$ cat src/rtl/npu_pkg.sv
// Shared definitions for the NPU instruction sequencer.
// Holds the opcode values, the bit positions of the instruction fields the
// sequencer reads, the sequencer state encoding and a legal-opcode helper.
package npu_pkg;

  localparam int INST_W = 128;

  // Instruction field positions
  localparam int OPC_HI       = 127;
  localparam int OPC_LO       = 123;
  localparam int JPC_HI       = 122;
  localparam int JPC_LO       = 111;
  localparam int JPC_W        = JPC_HI - JPC_LO + 1;
  localparam int NOBLOCK_BIT  = 20;   // DMA only: do not wait for completion
  localparam int WAIT_DMA_BIT = 37;   // any opcode: wait for last non-blocking DMA

  typedef enum logic [4:0] {
    OP_DMA     = 5'b10010,
    OP_IOB2N   = 5'b01010,
    OP_WB2N    = 5'b01011,
    OP_N2IOB   = 5'b01101,
    OP_SOFTMAX = 5'b00110,
    OP_STOP    = 5'b11111,
    OP_JUMP    = 5'b11100
  } opcode_t;

  typedef enum logic [3:0] {
    ST_IDLE,
    ST_FETCH,
    ST_RDWAIT,
    ST_CHECK,
    ST_ISSUE,
    ST_LAUNCH,
    ST_WAIT_EXEC,
    ST_DRAIN,
    ST_DONE,
    ST_ERR
  } state_t;

  function automatic logic opc_legal(input logic [4:0] op);
    return op inside {OP_DMA, OP_IOB2N, OP_WB2N, OP_N2IOB, OP_SOFTMAX, OP_STOP, OP_JUMP};
  endfunction

endpackage

$ cat src/rtl/npu_inst_sched.sv
// NPU instruction sequencer.
// Fetches 128-bit instructions from a synchronous instruction RAM, presents
// each legal one to the decoder with a one-cycle strobe, launches DMA /
// compute / sorter work and waits for the matching done pulse.
// Ports:
//   i_clk, i_rst_n          clock, asynchronous active-low reset
//   i_start, i_start_pc     run request and first instruction address
//   o_ir_en, o_ir_addr      instruction RAM read port
//   i_ir_data               RAM read data, RD_LAT cycles after o_ir_en
//   o_inst, o_inst_valid    held instruction and decode strobe
//   o_dec_clr               decoder clear on an accepted start
//   o_*_start / i_*_done    launch pulses and completion pulses per unit
//   o_busy, o_done, o_err   status (o_err is sticky until the next start)
//   o_pc                    address of the instruction currently held
module npu_inst_sched
  import npu_pkg::*;
#(
  parameter int INST_AW = 12,
  parameter int RD_LAT  = 1
) (
  input  logic               i_clk,
  input  logic               i_rst_n,
  input  logic               i_start,
  input  logic [INST_AW-1:0] i_start_pc,
  output logic               o_ir_en,
  output logic [INST_AW-1:0] o_ir_addr,
  input  logic [INST_W-1:0]  i_ir_data,
  output logic [INST_W-1:0]  o_inst,
  output logic               o_inst_valid,
  output logic               o_dec_clr,
  output logic               o_dma_start,
  input  logic               i_dma_done,
  output logic               o_calc_start,
  input  logic               i_calc_done,
  output logic               o_sort_start,
  input  logic               i_sort_done,
  output logic               o_busy,
  output logic               o_done,
  output logic               o_err,
  output logic [INST_AW-1:0] o_pc
);

  localparam int CNT_W = (RD_LAT > 1) ? $clog2(RD_LAT) : 1;

  state_t             state_reg, state_next;
  logic [INST_AW-1:0] pc_reg, pc_next;
  logic [CNT_W-1:0]   rd_cnt_reg, rd_cnt_next;
  logic [INST_W-1:0]  inst_reg;
  logic               dma_out_reg, dma_out_next;
  logic               err_reg, err_next;
  logic               dec_clr_reg, dec_clr_next;
  logic               inst_load;
  logic               dma_set;
  logic               exec_done;

  logic [4:0]         opc;
  logic [JPC_W-1:0]   jump_pc;
  logic               noblock;
  logic               wait_dma;
  logic               is_dma;
  logic               rd_last;
  logic [INST_AW-1:0] pc_inc;

  assign opc     = inst_reg[OPC_HI:OPC_LO];
  assign jump_pc = inst_reg[JPC_HI:JPC_LO];
  assign noblock = inst_reg[NOBLOCK_BIT];
  assign wait_dma = inst_reg[WAIT_DMA_BIT];
  assign is_dma  = (opc == OP_DMA);
  assign rd_last = (rd_cnt_reg == CNT_W'(RD_LAT - 1));
  assign pc_inc  = pc_reg + INST_AW'(1);

  // Only the unit that was launched can end the wait
  always_comb begin
    exec_done = 1'b0;
    case (opc)
      OP_DMA:     exec_done = i_dma_done;
      OP_N2IOB:   exec_done = i_calc_done;
      OP_SOFTMAX: exec_done = i_sort_done;
      default:    exec_done = 1'b0;
    endcase
  end

  always_comb begin
    state_next   = state_reg;
    pc_next      = pc_reg;
    rd_cnt_next  = rd_cnt_reg;
    err_next     = err_reg;
    dec_clr_next = 1'b0;
    inst_load    = 1'b0;
    dma_set      = 1'b0;
    unique case (state_reg)
      ST_IDLE, ST_DONE, ST_ERR: begin
        if (i_start) begin
          pc_next      = i_start_pc;
          err_next     = 1'b0;
          dec_clr_next = 1'b1;
          state_next   = ST_FETCH;
        end
      end
      ST_FETCH: begin
        rd_cnt_next = '0;
        state_next  = ST_RDWAIT;
      end
      ST_RDWAIT: begin
        if (rd_last) begin
          inst_load  = 1'b1;
          state_next = ST_CHECK;
        end else begin
          rd_cnt_next = rd_cnt_reg + CNT_W'(1);
        end
      end
      ST_CHECK: begin
        if (!opc_legal(opc)) begin
          err_next   = 1'b1;
          state_next = ST_ERR;
        end else if (!((wait_dma || is_dma) && dma_out_reg)) begin
          state_next = ST_ISSUE;
        end
      end
      ST_ISSUE: begin
        case (opc)
          OP_IOB2N, OP_WB2N: begin
            pc_next    = pc_inc;
            state_next = ST_FETCH;
          end
          OP_JUMP: begin
            pc_next    = INST_AW'(jump_pc);
            state_next = ST_FETCH;
          end
          OP_STOP: state_next = ST_DRAIN;
          default: state_next = ST_LAUNCH;
        endcase
      end
      // One cycle after the strobe so the decoder's registered fields are stable
      ST_LAUNCH: begin
        if (is_dma && noblock) begin
          dma_set    = 1'b1;
          pc_next    = pc_inc;
          state_next = ST_FETCH;
        end else begin
          state_next = ST_WAIT_EXEC;
        end
      end
      ST_WAIT_EXEC: begin
        if (exec_done) begin
          pc_next    = pc_inc;
          state_next = ST_FETCH;
        end
      end
      ST_DRAIN: begin
        if (!dma_out_reg) state_next = ST_DONE;
      end
      default: state_next = ST_IDLE;
    endcase
  end

  // A new non-blocking launch takes priority over a coincident completion
  assign dma_out_next = dma_set | (dma_out_reg & ~i_dma_done);

  always_ff @(posedge i_clk or negedge i_rst_n) begin
    if (!i_rst_n) begin
      state_reg   <= ST_IDLE;
      pc_reg      <= '0;
      rd_cnt_reg  <= '0;
      inst_reg    <= '0;
      dma_out_reg <= 1'b0;
      err_reg     <= 1'b0;
      dec_clr_reg <= 1'b0;
    end else begin
      state_reg   <= state_next;
      pc_reg      <= pc_next;
      rd_cnt_reg  <= rd_cnt_next;
      dma_out_reg <= dma_out_next;
      err_reg     <= err_next;
      dec_clr_reg <= dec_clr_next;
      if (inst_load) inst_reg <= i_ir_data;
    end
  end

  assign o_ir_en      = (state_reg == ST_FETCH);
  assign o_ir_addr    = pc_reg;
  assign o_inst       = inst_reg;
  assign o_inst_valid = (state_reg == ST_ISSUE);
  assign o_dec_clr    = dec_clr_reg;
  assign o_dma_start  = (state_reg == ST_LAUNCH) && is_dma;
  assign o_calc_start = (state_reg == ST_LAUNCH) && (opc == OP_N2IOB);
  assign o_sort_start = (state_reg == ST_LAUNCH) && (opc == OP_SOFTMAX);
  assign o_busy       = !(state_reg inside {ST_IDLE, ST_DONE, ST_ERR});
  assign o_done       = (state_reg == ST_DRAIN) && !dma_out_reg;
  assign o_err        = err_reg;
  assign o_pc         = pc_reg;

endmodule
$ cat config.mk
export PLATFORM = sky130hd
export DESIGN_NAME = npu_inst_sched
export DESIGN_NICKNAME = d
export VERILOG_FILES = /design/src/rtl/npu_pkg.sv /design/src/rtl/npu_inst_sched.sv
export SDC_FILE = /design/constraint.sdc
export NUM_CORES = 1
export LEC_CHECK = 0
export ABC_CLOCK_PERIOD_IN_PS = 3000
export CAP_MARGIN = 20
export CORE_ASPECT_RATIO = 0.8
export CORE_UTILIZATION = 45
export DETAILED_ROUTE_END_ITERATION = 10
export PLACE_DENSITY = 0.85
export SLEW_MARGIN = 10
export SYNTH_ARGS = -nofsm -noshare
export SYNTH_HDL_FRONTEND = slang
export SYNTH_SLANG_ARGS = --single-unit
$ cat constraint.sdc
create_clock -name i_clk -period 3 [get_ports i_clk]
set_input_delay 0.6 -clock i_clk [delete_from_list [all_inputs] [get_ports i_clk]]
set_output_delay 0.6 -clock i_clk [all_outputs]
set_load 0.05 [all_outputs]
Yosys cells after proc, flatten, opt, wreduce, memory -nomap -nowiden
Index checks and enable logic that the tools add are counted.

storage, ports and cells
  word-level logic and storage cells = 83
  input port bits = 146
  bits in registers = 148
  output and inout port bits = 161

cells by class
  multiplexer cells = 26
  eq/ne operators = 24
  bitwise operators = 3
  reductions and logical operators = 21
  add/sub/neg operators = 2

operators with widths
  operator                                              number
  case mux 12 bit (4 select lines)                      1
  two-way mux 12 bit                                    3
  case mux 4 bit (8 select lines)                       1
  two-way mux 4 bit                                     6
  case mux 12 bit (2 select lines)                      1
  equality test 4 x 3 -> 1 bit (second input constant)  4
  equality test 5 x 4 -> 1 bit (second input constant)  3
  equality test 5 bit (second input constant)           3
  adder 12 x 1 -> 12 bit (second input constant)        1
  != test 2 bit (second input constant)                 6
  AND reduction 5 bit                                   2
  two-way mux 1 bit                                     9
  equality test 4 x 2 -> 1 bit (second input constant)  2
  equality test 4 bit (second input constant)           2
  nonzero test 7 bit                                    1
  logical AND 1 bit                                     6
  case mux 3 bit (2 select lines)                       1
  OR reduction 3 bit                                    2
  equality test 5 x 3 -> 1 bit (second input constant)  1
  equality test 4 x 1 -> 1 bit (second input constant)  1
  zero test 4 bit                                       1
  case mux 1 bit (2 select lines)                       2
  nonzero test 2 bit                                    2
  nonzero test 4 bit                                    1
  other kinds (13)                                      14

Depth between registers and ports, before layout
  word-level depth = 6
  mapped depth = 7
  mapped depth without buffers = 6

Least setup slack after synthesis
OpenSTA, ideal clock, no wires.

  kind = flip-flop to output port
  start = register inst_reg[125], in the netlist o_inst[125]
  end = output o_calc_start
  slack = -0.109 ns
  path buffers = 1
  required time = 2.400 ns
  cell stages (with the launch flop) = 4
  data arrival time = 2.509 ns
  cell sequence = dfrtp_1 > buf_2 > nand3_1 > nor4_1

between the ends
  longest elaborated chain between the ends = 2

ends and longest elaborated chain
  element                       RTL line               source
  start, declared               npu_inst_sched.sv:48   logic [INST_W-1:0] inst_reg;
  start signal, assigned        npu_inst_sched.sv:176  if (inst_load) inst_reg <= i_ir_data;
  equality test 5 x 4 -> 1 bit  npu_inst_sched.sv:186  assign o_calc_start = (state_reg == ST_LAUNCH) && (opc == OP_N2IOB);
  logical AND 1 bit             npu_inst_sched.sv:186
  end, declared                 npu_inst_sched.sv:33   output logic o_calc_start,

No other way between the ends.

Worst setup path in the final report
  start = register state_reg[3]
  end = output o_calc_start

between the ends
  longest elaborated chain between the ends = 2

ends and longest elaborated chain
  element                       RTL line               source
  start, declared               npu_inst_sched.sv:45   state_t state_reg, state_next;
  start signal, assigned        npu_inst_sched.sv:170  state_reg <= state_next;
  equality test 4 x 3 -> 1 bit  npu_inst_sched.sv:186
  logical AND 1 bit             npu_inst_sched.sv:186

No other way between the ends.

==> run metrics <==
Initial Utilization 47.19%; I/O pin cnt 307; post-synth cell types 61; WP data required 2400 ps; vias per cell 5.505; CP endpoint kind output port; HP Class in -> async; CTS Root Cell clkbuf_16; critical-path cell list nand2b_1 > or3_1 > nor4_2 > buf_12; Async SR Flop Fraction 100.0%; Tcrit/Tclk final 95.26%; Largest register FFs 128; initial antenna violation count 1; Max Slew Vio Count 0; Hold Slack 145.7 ps; core area 13840 um2; CTS tree yes; register bit count reported by yosys 147; synth warn 0; clk_lat worst skew 420 ps; min Tclk post-route 2858 ps; Mapped Area 6529 um2; Crit Path Category reg -> out; setup repair bufs after CTS 0; Wirelength per Cell 20.24 um; die area 15000 um2; Worst path slowest cell dfrtp_1; maximum clock frequency 349.9 MHz; drt initial violations 443; DP HPWL 14790 um; Final Hold Vio Count 0; vias in the first global route 5605; CTS Buf Count 17; GRT Total Usage 27.57%; Syn Area/Cell 12.93 um2; Final TNS setup 0 ps; layout cell share with drive strength beyond 1 23.00%; register area share after synthesis 56.34%; I/O Buffers 306; Remaining DRCs 0; overflow left after global routing 0; status completed; worst slew pin tran 720.3 ps; chip width 136.7 um; first-pass GRT wire length 30420 um; DR pass1 iterations 8; R2R Path Start state_reg[1]$_DFFE_PN0P_; Main synth FF type dfrtp_1; crit path max fanout 13; crit-path leading delay family simple AND/OR/NAND/NOR gates; antenna-violating nets left 0; deepest clock path buffer count 2; skew final 10.14 ps; clock sinks 147; H-tree lvl count 4; FF/Latch Area 3680 um2; drt total wl 20110 um; Fillers 880; number of synthesized flops with an enable pin 0; Die H 109.7 um; max_slew headroom 51.72%; max cap viols 0; nature of the critical path startpoint register; # setup viols final 0; RePlAce Congestion 0.9193; CP peak stage delay 520 ps; RSZ-0062 raised after global routing false; routed via count 5472; area of the multi-input gates 2604 um2; pin count of the biggest net entering global routing 63; Worst Path Arrival 2260 ps; FP Rows 38; Syn Inst Count 505; Area Growth Syn to Fin 57.80%; crit path from state_reg[3]$_DFFE_PN0P_; register clock-pin slew on the reported worst setup and hold paths 60 ps; nets 948; Crit path buffers/inverters 1; Post-Syn Nets 652
## layer usage
metal	track usage [%]	up-vias	share of wire (%)
li1	-	2439	-
met1	30.46	2678	35
met2	48.59	313	52
met3	9.221	42	9.8
met4	11.83	0	2.8
met5	0	-	0
## path summary, 6_finish.rpt
| check | cells past startpoint | slack (ps) | to |
|---|---|---|---|
| max in group asynchronous | 2 | 2040 | o_inst[60]$_DFFE_PN0P_ |
| min in group i_clk | 1 | 500 | o_inst[46]$_DFFE_PN0P_ |
| setup / recovery | 4 | 140 | o_calc_start |
| hold / removal | 1 | 150 | state_reg[1]$_DFFE_PN0P_ |
| setup reg to reg | 4 | 600 | o_ir_addr[1]$_DFFE_PN0P_ |
| hold reg to reg | 1 | 500 | o_inst[46]$_DFFE_PN0P_ |
## layout by cell type (no fill, tap or decap), types with 6 or more instances in the layout
master and count:
nand2b_1 8, a222oi_1 6, dfrtp_1 146, inv_1 11
o21ai_1 9, nor3_1 20, mux2_2 127, nand2_1 18
nor2b_1 6, nor2_1 15, buf_4 10, o31ai_1 9
clkdlybuf4s50_1 300, clkbuf_16 17, o21ai_0 8
## worst register-to-register path, cell delays in order (launching register included)
cell	delay, ps
dfrtp_1	560
or4b_4	610
o32ai_2	300
or2_1	440
mux2_1	370
## final cells by class
| type | count | share of cell area, % |
|---|---|---|
| clock buffers | 20 | 4.433 |
| multi-input cells | 308 | 25.27 |
| inverters | 11 | 0.4008 |
| flip-flops and latches | 147 | 35.72 |
| diodes | 1 | 0.02429 |
| well taps | 180 | 2.186 |
| clock inverters | 11 | 1.008 |
| repair buffers | 316 | 30.96 |
## cell usage after synthesis (8+ instances only)
| library cell | n | area (um2) |
|---|---|---|
| buf_2 | 18 | 90.09 |
| o21ai_1 | 9 | 45.04 |
| nor2_1 | 15 | 56.30 |
| nor3_1 | 20 | 100.1 |
| nand2_1 | 18 | 67.56 |
| o31ai_1 | 9 | 67.56 |
| inv_1 | 11 | 41.29 |
| buf_4 | 12 | 90.09 |
| mux2_2 | 127 | 1430 |
| o21ai_0 | 8 | 40.04 |
| nand2b_1 | 8 | 50.05 |
| clkbuf_1 | 9 | 33.78 |
| dfrtp_1 | 147 | 3679 |
## cell families (layout without fill, tap and decap cells)
kind of cell / after synthesis / in the layout / synth area share, %
AOI/OAI and AO/OA: 69 / 69 / 7.800
xor gates and xnor gates: 2 / 2 / 0.2684
adders and majority gates: 1 / 1 / 0.1916
buffers and inverters: 50 / 358 / 3.910
DFF: 147 / 147 / 56.34
muxes: 128 / 128 / 22.08
other: 0 / 1 / 0
and+or+nand+nor: 108 / 108 / 9.410
## repair_timing
action                                  in CTS  in global routing
gates resized for setup                      0                  1
hold buffers                                 0                  0
endpoints found under the setup margin       0                  1
## stage by stage
stage          util, %  area (um2)  cells  worst slack, ps
2_1_floorplan        -        6535    505            139.3
3_3_place_gp     70.38        9738    962            237.2
3_5_place_dp     70.38        9738    962            215.3
4_1_cts          74.43       10300    993            104.9
5_1_grt          74.46       10300    994            45.57
6_report         74.46       10300    994            142.1
Power is left out: the tool's default activity adds up to more than one toggle a clock period on the data nets, which glitch-free logic cannot reach.
